[src/rtl/multicycle_control_unit.sv]
// Multi-cycle MIPS control FSM: sequences fetch/decode/execute over 3-5 cycles
// with memory wait states, fetch stall, illegal-opcode trap and timeout fault.
module multicycle_control_unit #(
  parameter int unsigned MEM_TIMEOUT = 16,
  parameter int unsigned CNT_W       = 32
) (
  input  logic             clk,
  input  logic             rst,
  input  logic [5:0]       opcode,
  input  logic             mem_ready,
  input  logic             stall,
  output logic             pc_write,
  output logic             pc_write_cond,
  output logic             i_or_d,
  output logic             mem_read,
  output logic             mem_write,
  output logic             ir_write,
  output logic             mem_2_reg,
  output logic             reg_dst,
  output logic             reg_write,
  output logic             alu_src_a,
  output logic [1:0]       alu_src_b,
  output logic [1:0]       alu_op,
  output logic [1:0]       pc_source,
  output logic             instr_done,
  output logic             illegal_op,
  output logic             fault,
  output logic [3:0]       state,
  output logic [CNT_W-1:0] retired
);

  typedef enum logic [3:0] {
    FETCH    = 4'd0,
    DECODE   = 4'd1,
    MEM_ADDR = 4'd2,
    MEM_RD   = 4'd3,
    MEM_WB   = 4'd4,
    MEM_WR   = 4'd5,
    EXEC     = 4'd6,
    R_WB     = 4'd7,
    BRANCH   = 4'd8,
    JUMP     = 4'd9,
    ADDI_EX  = 4'd10,
    ADDI_WB  = 4'd11,
    ILLEGAL  = 4'd12,
    FAULT    = 4'd13
  } state_t;

  localparam logic [31:0] TO_LAST = (MEM_TIMEOUT == 0) ? 32'd0 : 32'(MEM_TIMEOUT - 1);

  state_t           state_q, state_d;
  logic [31:0]      wait_cnt;
  logic [CNT_W-1:0] retired_q;
  logic             waiting, timeout;

  always_comb begin
    waiting = 1'b0;
    case (state_q)
      FETCH:          waiting = !stall && !mem_ready;
      MEM_RD, MEM_WR: waiting = !mem_ready;
      default:        waiting = 1'b0;
    endcase
  end

  assign timeout = (MEM_TIMEOUT != 0) && waiting && (wait_cnt == TO_LAST);

  always_ff @(posedge clk or posedge rst) begin
    if (rst) begin
      state_q   <= FETCH;
      wait_cnt  <= '0;
      retired_q <= '0;
    end else begin
      state_q <= state_d;
      // Any state change clears the counter, which covers entry into every memory state
      if (state_d != state_q)
        wait_cnt <= '0;
      else if (waiting)
        wait_cnt <= wait_cnt + 32'd1;
      if (instr_done)
        retired_q <= retired_q + CNT_W'(1);
    end
  end

  always_comb begin
    state_d       = state_q;
    pc_write      = 1'b0;
    pc_write_cond = 1'b0;
    i_or_d        = 1'b0;
    mem_read      = 1'b0;
    mem_write     = 1'b0;
    ir_write      = 1'b0;
    mem_2_reg     = 1'b0;
    reg_dst       = 1'b0;
    reg_write     = 1'b0;
    alu_src_a     = 1'b0;
    alu_src_b     = 2'b00;
    alu_op        = 2'b00;
    pc_source     = 2'b00;
    instr_done    = 1'b0;
    illegal_op    = 1'b0;
    case (state_q)
      FETCH: begin
        mem_read  = !stall;
        alu_src_b = 2'b01;
        ir_write  = mem_ready && !stall;
        pc_write  = mem_ready && !stall;
        if (mem_ready && !stall) state_d = DECODE;
        else if (timeout)        state_d = FAULT;
      end
      DECODE: begin
        alu_src_b = 2'b11;
        case (opcode)
          6'h00:        state_d = EXEC;
          6'h08:        state_d = ADDI_EX;
          6'h04:        state_d = BRANCH;
          6'h02:        state_d = JUMP;
          6'h23, 6'h2B: state_d = MEM_ADDR;
          default:      state_d = ILLEGAL;
        endcase
      end
      MEM_ADDR: begin
        alu_src_a = 1'b1;
        alu_src_b = 2'b10;
        state_d   = (opcode == 6'h23) ? MEM_RD : MEM_WR;
      end
      MEM_RD: begin
        mem_read = 1'b1;
        i_or_d   = 1'b1;
        if (mem_ready)    state_d = MEM_WB;
        else if (timeout) state_d = FAULT;
      end
      MEM_WB: begin
        mem_2_reg  = 1'b1;
        reg_write  = 1'b1;
        instr_done = 1'b1;
        state_d    = FETCH;
      end
      MEM_WR: begin
        mem_write  = 1'b1;
        i_or_d     = 1'b1;
        instr_done = mem_ready;
        if (mem_ready)    state_d = FETCH;
        else if (timeout) state_d = FAULT;
      end
      EXEC: begin
        alu_src_a = 1'b1;
        alu_op    = 2'b10;
        state_d   = R_WB;
      end
      R_WB: begin
        reg_dst    = 1'b1;
        reg_write  = 1'b1;
        instr_done = 1'b1;
        state_d    = FETCH;
      end
      BRANCH: begin
        alu_src_a     = 1'b1;
        alu_op        = 2'b01;
        pc_write_cond = 1'b1;
        pc_source     = 2'b01;
        instr_done    = 1'b1;
        state_d       = FETCH;
      end
      JUMP: begin
        pc_write   = 1'b1;
        pc_source  = 2'b10;
        instr_done = 1'b1;
        state_d    = FETCH;
      end
      ADDI_EX: begin
        alu_src_a = 1'b1;
        alu_src_b = 2'b10;
        state_d   = ADDI_WB;
      end
      ADDI_WB: begin
        reg_write  = 1'b1;
        instr_done = 1'b1;
        state_d    = FETCH;
      end
      ILLEGAL: begin
        illegal_op = 1'b1;
        state_d    = FETCH;
      end
      FAULT:   state_d = FAULT;
      default: state_d = FETCH;
    endcase
  end

  assign fault   = (state_q == FAULT);
  assign state   = state_q;
  assign retired = retired_q;

endmodule

[config.mk]
export PLATFORM = sky130hd
export DESIGN_NAME = multicycle_control_unit
export DESIGN_NICKNAME = d
export VERILOG_FILES = /design/src/rtl/multicycle_control_unit.sv
export SDC_FILE = /design/constraint.sdc
export NUM_CORES = 1
export LEC_CHECK = 0
export BUFFER_PORTS_ARGS = -buffer_cell sky130_fd_sc_hd__buf_2
export CAP_MARGIN = 10
export CORE_ASPECT_RATIO = 0.75
export CORE_MARGIN = 4
export CORE_UTILIZATION = 40
export DETAILED_ROUTE_END_ITERATION = 7
export GPL_ROUTABILITY_DRIVEN = 0
export GPL_TIMING_DRIVEN = 0
export PLACE_DENSITY = 0.66
export SLEW_MARGIN = 20
export SYNTH_ARGS = -nofsm -noshare
export SYNTH_HDL_FRONTEND = slang
export SYNTH_SLANG_ARGS = --single-unit
[constraint.sdc]
create_clock -name clk -period 5.1 [get_ports clk]
set_clock_uncertainty 0.15 [all_clocks]
set_input_delay 0.51 -clock clk [delete_from_list [all_inputs] [get_ports clk]]
set_output_delay 0.51 -clock clk [all_outputs]
set_load 0.01 [all_outputs]
After elaboration in Yosys (flattened, before gate mapping)
Index checks and enable logic that the tools add are counted.
{"block": "classes", "add_sub_neg": 2, "n_reduce_logical": 14, "n_mux": 25, "n_eq_ne": 20}
{"cell": "adder 32 x 1 -> 32 bit, second input constant", "n": 2}
{"cell": "two-way mux 32 bit", "n": 2}
{"cell": "equality test 32 x 4 -> 1 bit, second input constant", "n": 1}
{"cell": "one-hot mux 4 bit (8 select lines)", "n": 1}
{"cell": "equality test 4 bit, second input constant", "n": 6}
{"cell": "one-hot mux 4 bit (5 select lines)", "n": 1}
{"cell": "equality test 4 x 3 -> 1 bit, second input constant", "n": 4}
{"cell": "two-way mux 4 bit", "n": 4}
{"cell": "equality test 6 bit, second input constant", "n": 2}
{"cell": "two-way mux 1 bit", "n": 9}
{"cell": "equality test 4 x 2 -> 1 bit, second input constant", "n": 2}
{"cell": "one-hot mux 1 bit (2 select lines)", "n": 4}
{"cell": "one-hot mux 2 bit (2 select lines)", "n": 2}
{"cell": "equality test 6 x 2 -> 1 bit, second input constant", "n": 1}
{"cell": "equality test 6 x 3 -> 1 bit, second input constant", "n": 1}
{"cell": "equality test 6 x 4 -> 1 bit, second input constant", "n": 1}
{"cell": "zero test 6 bit", "n": 1}
{"cell": "one-hot mux 2 bit (3 select lines)", "n": 1}
{"cell": "OR reduction 2 bit", "n": 3}
{"cell": "OR reduction 5 bit", "n": 1}
{"cell": "equality test 4 x 1 -> 1 bit, second input constant", "n": 1}
{"cell": "zero test 4 bit", "n": 1}
{"cell": "inequality test 4 bit", "n": 1}
{"cell": "OR reduction 4 bit", "n": 1}
{"cell": "5 further kinds", "n": 8}
{"block": "word_totals", "inputBits": 10, "reg_bits": 68, "out_inout_bits": 55, "word_cells": 64}

Logic depth before layout (Yosys ltp)
Gate-level depths: netlist of run 1.
{"block": "depth", "ltp_word": 9, "depth_mapped": 8, "mapped_depth_nobuf": 6}

Worst setup path before layout of run 1
No wires, ideal clock.
{"block": "synth_timing", "path_type": "reg2out", "from": "reg state_q[1], in the netlist state[1]", "to": "out pc_write", "stages_incl_launch_ff": 6, "t_arrival_ns": 1.645, "path_slack_ns": 2.795, "n_path_buf": 2, "required_ns": 4.440, "path_cell_list": "dfrtp_1 > clkbuf_1 > clkbuf_1 > or2_2 > nor3_1 > or2_2"}
{"block": "synth_via", "elab_chain_cells": 2, "word_cells_on_any_way": 3, "classes_between": "eq/ne (1); mux (1); reduce/logical (1)"}
{"element": "start: declaration", "line_no": "51", "text": "state_t state_q, state_d;"}
{"element": "start signal: assignment", "line_no": "73", "text": "state_q <= state_d;"}
{"element": "equality test 4 bit / zero test 4 bit (equally long branches)", "line_no": "101", "text": "case (state_q)"}
{"element": "one-hot mux 1 bit (2 select lines) *", "line_no": "101"}
{"element": "end: declaration", "line_no": "12", "text": "output logic pc_write,"}
Every way passes the cells marked *; elsewhere a longest branch is shown, timed or not.

Worst setup path in the final report of run 1
{"block": "layout_timing", "from": "reg state_q[3], in the netlist state[3]", "to": "out reg_write"}
{"block": "layout_via", "elab_chain_cells": 3, "word_cells_on_any_way": 5, "classes_between": "eq/ne (3); mux (1); reduce/logical (1)"}
{"element": "equality test 4 bit / equality test 4 x 3 -> 1 bit (equally long branches)", "line_no": "101"}
{"element": "OR reduction 3 bit (no source line) *"}
{"element": "two-way mux 1 bit *", "line_no": "101"}
{"element": "end: declaration", "line_no": "20", "text": "output logic reg_write,"}
Marks and branches as above.

==> run summary, run 1 <==
Resized Gates After CTS - 0
Worst-path clk slew - 0.06 ns
adder-cell share of the synthesized area - 0.636%
#FFs+latches synth - 68
fin. max-slew vios - 0
placed inst area - 4450 um^2
compound-gate portion of the synthesized area - 7.25%
class of the worst hold path - flop to flop
asr flop ratio synth - 100%
share of layout cells above drive strength 1 - 22.3%
Num CTS Buffers - 9
vias post-DR - 3407
Max Cap Viol - 0
post-layout net count - 509
die area - 11500 um^2
post-CTS setup buffers - 0
Power Dens Cells - 404 nW/um^2
Post-synth EDFFs - 0
via/cell ratio - 5.37
WS Path Type - flop to output pin
CP cell instances - clkbuf_1 > clkbuf_1 > nand2b_1 > nor2_1 > or2_2 > buf_2
CP Max Fanout - 10
critical path arrival - 2.28 ns
Setup crit end kind - output pin
Worst EP required - 4.44 ns
Max H-tree Level - 3
top post-synthesis cells by count - dfrtp_1 (68), xnor2_1 (54), nor2_1 (52)
Mapped Nets - 432
Logic pwr share - 31.2%
Seq/Total Area, Yosys - 43.3%
Static Leak - 0.00209 uW
Slowest-stage cell, CP - clkbuf_1
clock insertion delay at the later pin of the skew report - 0.33 ns
core area - 9620 um^2
DRT iter0 DRCs - 194
drt drc - 0
synthesized cell area - 3930 um^2
pin count of the biggest net entering global routing - 53
top-count cell post-synth - dfrtp_1
Least-Margin Pin Slew - 0.629 ns
Initial Utilization - 40.9%
Psw - 637 uW
CTS Sinks - 68
total global routing overflow - 0
hold_sp - retired[31]$_DFFE_PP0P_
initial antenna violation count - 0
CTS tree - built
Filler Cell Count - 941
vias in the first global route - 3267
RSZ-0062 raised after global routing - false
crit share post-route - 57.7%
Top Ports - 65
largest family of logic cells by synthesized area - simple AND/OR/NAND/NOR gates
Synth Area in Simple Gates - 30.4%
Multi-input gate area - 2050 um^2
CP Launch Type - flop
area added between synthesis and finish - 22.0%
Post-DRT Antenna Nets - 0
setup total negative slack - 0 ns
crit path buf inv count - 3
Seq pwr share - 32.3%
cts hold-fix bufs - 1
Die Wd - 122 um
final setup fails - 0
CTS Root Cell - clkbuf_16
gr usage total - 17.8%
Max Clock Freq - 340 MHz
Yosys top cell area share - 43.3%
cell area after layout - 4800 um^2
die height - 93.9 um
R2R Path End - wait_cnt[24]$_DFFE_PP0P_
R2R Setup Slk - 2.57 ns
Synth area leader - dfrtp_1
switching share of total power - 32.9%
Crit path max-delay family - buffers and inverters
main flop type after synthesis - dfrtp_1
IO buf count - 64
final hold vios - 0
Yosys warning count - 0
clk buf depth - 2
Clock Power Share - 36.5%
Avg Cell Area, Syn - 9.36 um^2
global-route wire length before repair - 16300 um
Hold Crit Endpoint - retired[31]$_DFFE_PP0P_
mux cell area share after synthesis - 0.541%
routed wire length - 9450 um
delay of the slowest critical-path stage - 0.41 ns
synthesized instance count - 420
num rows - 31
Max VDD drop - 0.000207 V
Wirelength per Cell - 14.9 um
Reg area - 1700 um^2
Int Pwr - 1300 uW
Tmin final - 2.94 ns
Synth Area in XOR/XNOR - 13.4%
cell count of the worst hold path - 1
max_slew headroom - 57.0%
reg2reg path depth - 6
HPWL Detailed - 6810 um
ANT cells - 0
RR Startpoint - state[0]$_DFF_PP0_
DRT Pass-1 Iters - 4
library cells used by synthesis - 53
largest cells by area after synthesis - dfrtp_1 (43%), xnor2_1 (12%), nor2_1 (5.0%), nand3_1 (3.4%), and4_1 (2.9%)
most frequent CP cell - clkbuf_1
outcome - completed
-- power by group through the flow --
stage               clock, uW  combinational, uW  sequential [uW]
floorplan                   0                402              641
global placement            0                586              632
detailed placement          0                603              635
CTS                       724                606              626
global route              753                665              635
finish                    707                605              627
-- worst register-to-register path: stages, from the launching register on --
cell       delay, ns
dfrtp_1         0.47
or4_4           0.60
a2bb2oi_2       0.26
nor4_4          0.50
a211o_4         0.22
buf_6           0.16
nor2_1          0.06
-- how the worst max path moves through the flow --
stage / start / endpoint / cells after the start
global route: state[3]$_DFF_PP0_ / reg_write / 6
CTS: state[3]$_DFF_PP0_ / reg_write / 6
detailed placement: mem_ready / instr_done / 7
floorplan: rst / retired[0]$_DFFE_PP0P_ / 1
global placement: rst / retired[12]$_DFFE_PP0P_ / 2
finish: state[3]$_DFF_PP0_ / reg_write / 6
-- kinds of logic after synthesis --
kind of cell             count (synthesis)
AND/OR/NAND/NOR                        215
adder cells (fa/ha/maj)                  2
XOR/XNOR                                60
flip-flops                              68
multiplexers                             2
buffers and inverters                   34
AO/OA/AOI/OAI                           39
-- state kept, by name, summed over array words and instances, names as in the netlist --
register,flops
wait_cnt,32
state,4
retired,32
-- layer usage --
metal	global-route usage, %	routed length, um	vias to the layer above	part of all wire, %
li1	-	-	1650	-
met1	25.3	4640	1660	49
met2	26.1	4210	89	45
met3	5.18	532	8	5.6
met4	5.78	66	0	0.70
met5	0	0	-	0
-- area by class of cell --
type	count	area share, %
well taps	132	3.44
flip-flops and latches	68	35.5
clock inverters	6	2.32
repair buffers	66	7.46
multi-input cells	318	42.8
plain buffers	26	3.05
clock buffers	10	4.77
inverters	8	0.678
-- layout by cell type, fill, tap and decap left out, types with 3 or more instances in the layout --
master	instances
dfrtp_1	68
buf_2	67
xnor2_1	54
nor2_1	52
nand2_1	28
nand3_1	27
clkbuf_1	17
nor3_1	17
nand4_1	16
nor4_1	14
and4_1	13
and3_1	12
o21ai_0	9
clkbuf_16	9
inv_1	7
a21oi_1	7
xor2_1	6
buf_6	5
nand2b_1	5
or2_2	5
nor4_2	4
nor3b_1	4
or3_1	4
and2_1	3
a211oi_1	3
bufinv_16	3
-- metrics by stage --
stage	hold slack, ns	power, uW	utilization [%]	worst slack (ns)	cells
finish	0.309	1940	49.9	2.16	634
global route	0.317	2050	49.9	1.98	634
CTS	0.315	1960	49.9	2.18	634
detailed placement	0.307	1240	46.2	2.38	617
global placement	0.303	1220	45.9	1.87	616
floorplan	0.354	1040	-	2.73	420
No activity file was read; power rests on OpenSTA's default activity.
==> run 2: changes to the inputs <==
- ABC_AREA: unset -> 1
- clock period: 5.1 -> 2.85 ns (I/O delays scaled with it)
==> run summary, run 2 <==
outcome - completed
global-route wire length before repair - 16800 um (+3.3%)
Synth area leader - dfrtp_1
area added between synthesis and finish - 20.0%
Int Pwr - 1680 uW (+29%)
top post-synthesis cells by count - nand2_1 (150), nor2_1 (113), dfrtp_1 (68)
R2R Setup Slk - 0.46 ns (-2.11 ns)
Finished Core Util - 48.9% (-0.94 points)
routed wire length - 9880 um (+4.5%)
Post-synth EDFFs - 0 (unchanged)
post-layout net count - 666 (+31%)
reg2reg path depth - 11 (+5)
Mapped Nets - 589 (+36%)
fin. max-slew vios - 0 (unchanged)
main flop type after synthesis - dfrtp_1
top-count cell post-synth - nand2_1
cell area after layout - 5020 um^2 (+4.5%)
CTS Root Cell - clkbuf_16
RSZ-0062 raised after global routing - false
Seq pwr share - 45.5% (+13 points)
library cells used by synthesis - 31 (-42%)
class of the worst hold path - input pin to async pin
asr flop ratio synth - 100% (unchanged)
Die Wd - 126 um (+2.9%)
HPWL Detailed - 7450 um (+9.4%)
final hold vios - 0 (unchanged)
clk buf depth - 2 (unchanged)
share of layout cells above drive strength 1 - 19.1% (-3.2 points)
vias post-DR - 3873 (+14%)
CP Launch Type - flop
#FFs+latches synth - 68 (unchanged)
initial antenna violation count - 0 (unchanged)
crit share post-route - 94.1%
total global routing overflow - 0 (unchanged)
vias in the first global route - 3632 (+11%)
Num CTS Buffers - 9 (unchanged)
Worst EP required - 2.41 ns (-2.03 ns)
Initial Utilization - 40.8% (-0.098 points)
post-CTS setup buffers - 0 (unchanged)
num rows - 32 (+3.2%)
most common cell after layout, fill and taps aside - nand2_1
gr usage total - 16.9% (-0.94 points)
Avg Cell Area, Syn - 7.24 um^2 (-23%)
Wirelength per Cell - 12.4 um (-17%)
R2R Path End - retired[26]$_DFFE_PP0P_
met2 WL - 4120 um (-2.2%)
Max VDD drop - 0.000298 V (+44%)
Setup crit end kind - output pin
final setup fails - 0 (unchanged)
max layer used - met4
Power Dens Cells - 423 nW/um^2 (+4.8%)
Max H-tree Level - 3 (unchanged)
largest cells by area after synthesis - dfrtp_1 (41%), nand2_1 (13%), nor2_1 (10%), inv_1 (5.9%), xor2_1 (5.9%)
CP Max Fanout - 10 (unchanged)
met3 wire length - 563 um (+5.8%)
synthesized cell area - 4180 um^2 (+6.3%)
CTS Sinks - 68 (unchanged)
Yosys warning count - 0 (unchanged)
met1 WL - 5070 um (+9.3%)
Static Leak - 0.00254 uW (+22%)
most frequent cells in the layout - nand2_1 (150), nor2_1 (112), dfrtp_1 (68), buf_2 (67), inv_1 (65)
drt drc - 0 (unchanged)
die area - 12200 um^2 (+5.8%)
CTS tree - built
die height - 96.5 um (+2.8%)
Clock Power Share - 52.5% (+16 points)
placed inst area - 4700 um^2 (+5.7%)
Logic pwr share - 2.0% (-29 points)
Max Clock Freq - 373 MHz
Least-Margin Pin Slew - 0.416 ns (-0.213 ns)
max_slew headroom - 72.0% (+15 points)
switching share of total power - 21.0% (-12 points)
Seq/Total Area, Yosys - 40.7% (-2.6 points)
critical path arrival - 2.25 ns (-0.03 ns)
pin count of the biggest net entering global routing - 57 (+7.5%)
Post-DRT Antenna Nets - 0 (unchanged)
ANT cells - 0 (unchanged)
DRT iter0 DRCs - 262 (+35%)
DRT Pass-1 Iters - 5 (+1)
Yosys top cell area share - 40.7% (-2.6 points)
Tmin final - 2.68 ns
Top Ports - 65 (unchanged)
core area - 10200 um^2 (+6.6%)
Worst-path clk slew - 0.05 ns (about the same)
via/cell ratio - 4.87 (-9.3%)
clock insertion delay at the later pin of the skew report - 0.33 ns (about the same)
synthesized instance count - 577 (+37%)
Psw - 446 uW (-30%)
WS Path Type - flop to output pin
RR Startpoint - state[3]$_DFF_PP0_
IO buf count - 64 (unchanged)
Max Cap Viol - 0 (unchanged)
run 2: cell types whose count changed in the layout (fill, tap and decap cells not counted), moves of 6 or more:
cell      previous run  this run
xor2_1               6        28
nand2_2              0         6
nor3_1              17        10
nand2_1             28       150
nor2_1              52       112
xnor2_1             54        20
clkbuf_1            17         0
and3_1              12         0
nor2_2               0        16
and4_1              13         0
inv_1                7        65
run 2: cell families after synthesis:
logic type / after synthesis / share of synthesized area [%]
muxes: 1 / 0.239
adders and majority gates: 2 / 0.599
buffers and inverters: 80 / 8.35
xor gates and xnor gates: 48 / 10.1
and+or+nand+nor: 355 / 37.0
AOI/OAI and AO/OA: 23 / 3.08
DFF: 68 / 40.7
run 2: layer usage:
layer | vias to the layer above | GRT usage, %
met5 | - | 0
met4 | 0 | 5.09
met3 | 9 | 3.85
met2 | 108 | 25.0
met1 | 1799 | 24.7
li1 | 1957 | -
run 2: final cells by class:
class	instances	area [um^2]
flip-flops and latches	68	1700
clock buffers	10	239
repair buffers	66	358
multi-input cells	429	2130
fillers	1023	5230
well taps	136	170
plain buffers	10	86.3
clock inverters	6	63.8
inverters	70	265
run 2: critical path: stages (launching register included):
cell and delay (ns):
dfrtp_1 0.46, nor2_2 0.28, inv_1 0.16, nand3_1 0.11, o21ai_2 0.07, nor2_2 0.25
inv_1 0.21, buf_2 0.23, buf_2 0.15
run 2: stage by stage:
step | total power [uW] | hold WS (ns) | setup WS [ns] | setup TNS, ns | instances
6_report | 2120 | 0.276 | 0.168 | 0 | 795
5_1_grt | 2200 | 0.291 | 0.0204 | 0 | 795
4_1_cts | 2150 | 0.273 | 0.0374 | 0 | 795
3_5_place_dp | 1030 | 0.0832 | 0.417 | 0 | 778
3_3_place_gp | 1020 | 0.335 | -0.193 | -12.84 | 777
2_1_floorplan | 1000 | 0.353 | 0.703 | 0 | 577
run 2: power groups by stage:
stage	Sequential, uW	Clock [uW]	Combinational (uW)
floorplan	983	0	21.8
global placement	983	0	36.5
detailed placement	983	0	43.9
CTS	966	1140	44.8
global route	965	1180	51.0
finish	966	1110	42.9
run 2: worst max path at each step:
stage / startpoint / endpoint / slack (ns)
floorplan: rst / retired[0]$_DFFE_PP0P_ / 0.70
global placement: rst / retired[2]$_DFFE_PP0P_ / -0.19
detailed placement: state[2]$_DFF_PP0_ / instr_done / 0.42
CTS: state[2]$_DFF_PP0_ / instr_done / 0.04
global route: state[2]$_DFF_PP0_ / instr_done / 0.02
finish: state[2]$_DFF_PP0_ / instr_done / 0.17
run 2: what timing repair did:
| action | 4_1_cts | 5_1_grt |
|---|---|---|
| resized for setup | 0 | 1 |
| hold buffers | 1 | 0 |
| endpoints found under the setup margin | 0 | 1 |
| hold endpoints to repair | 12 | 0 |
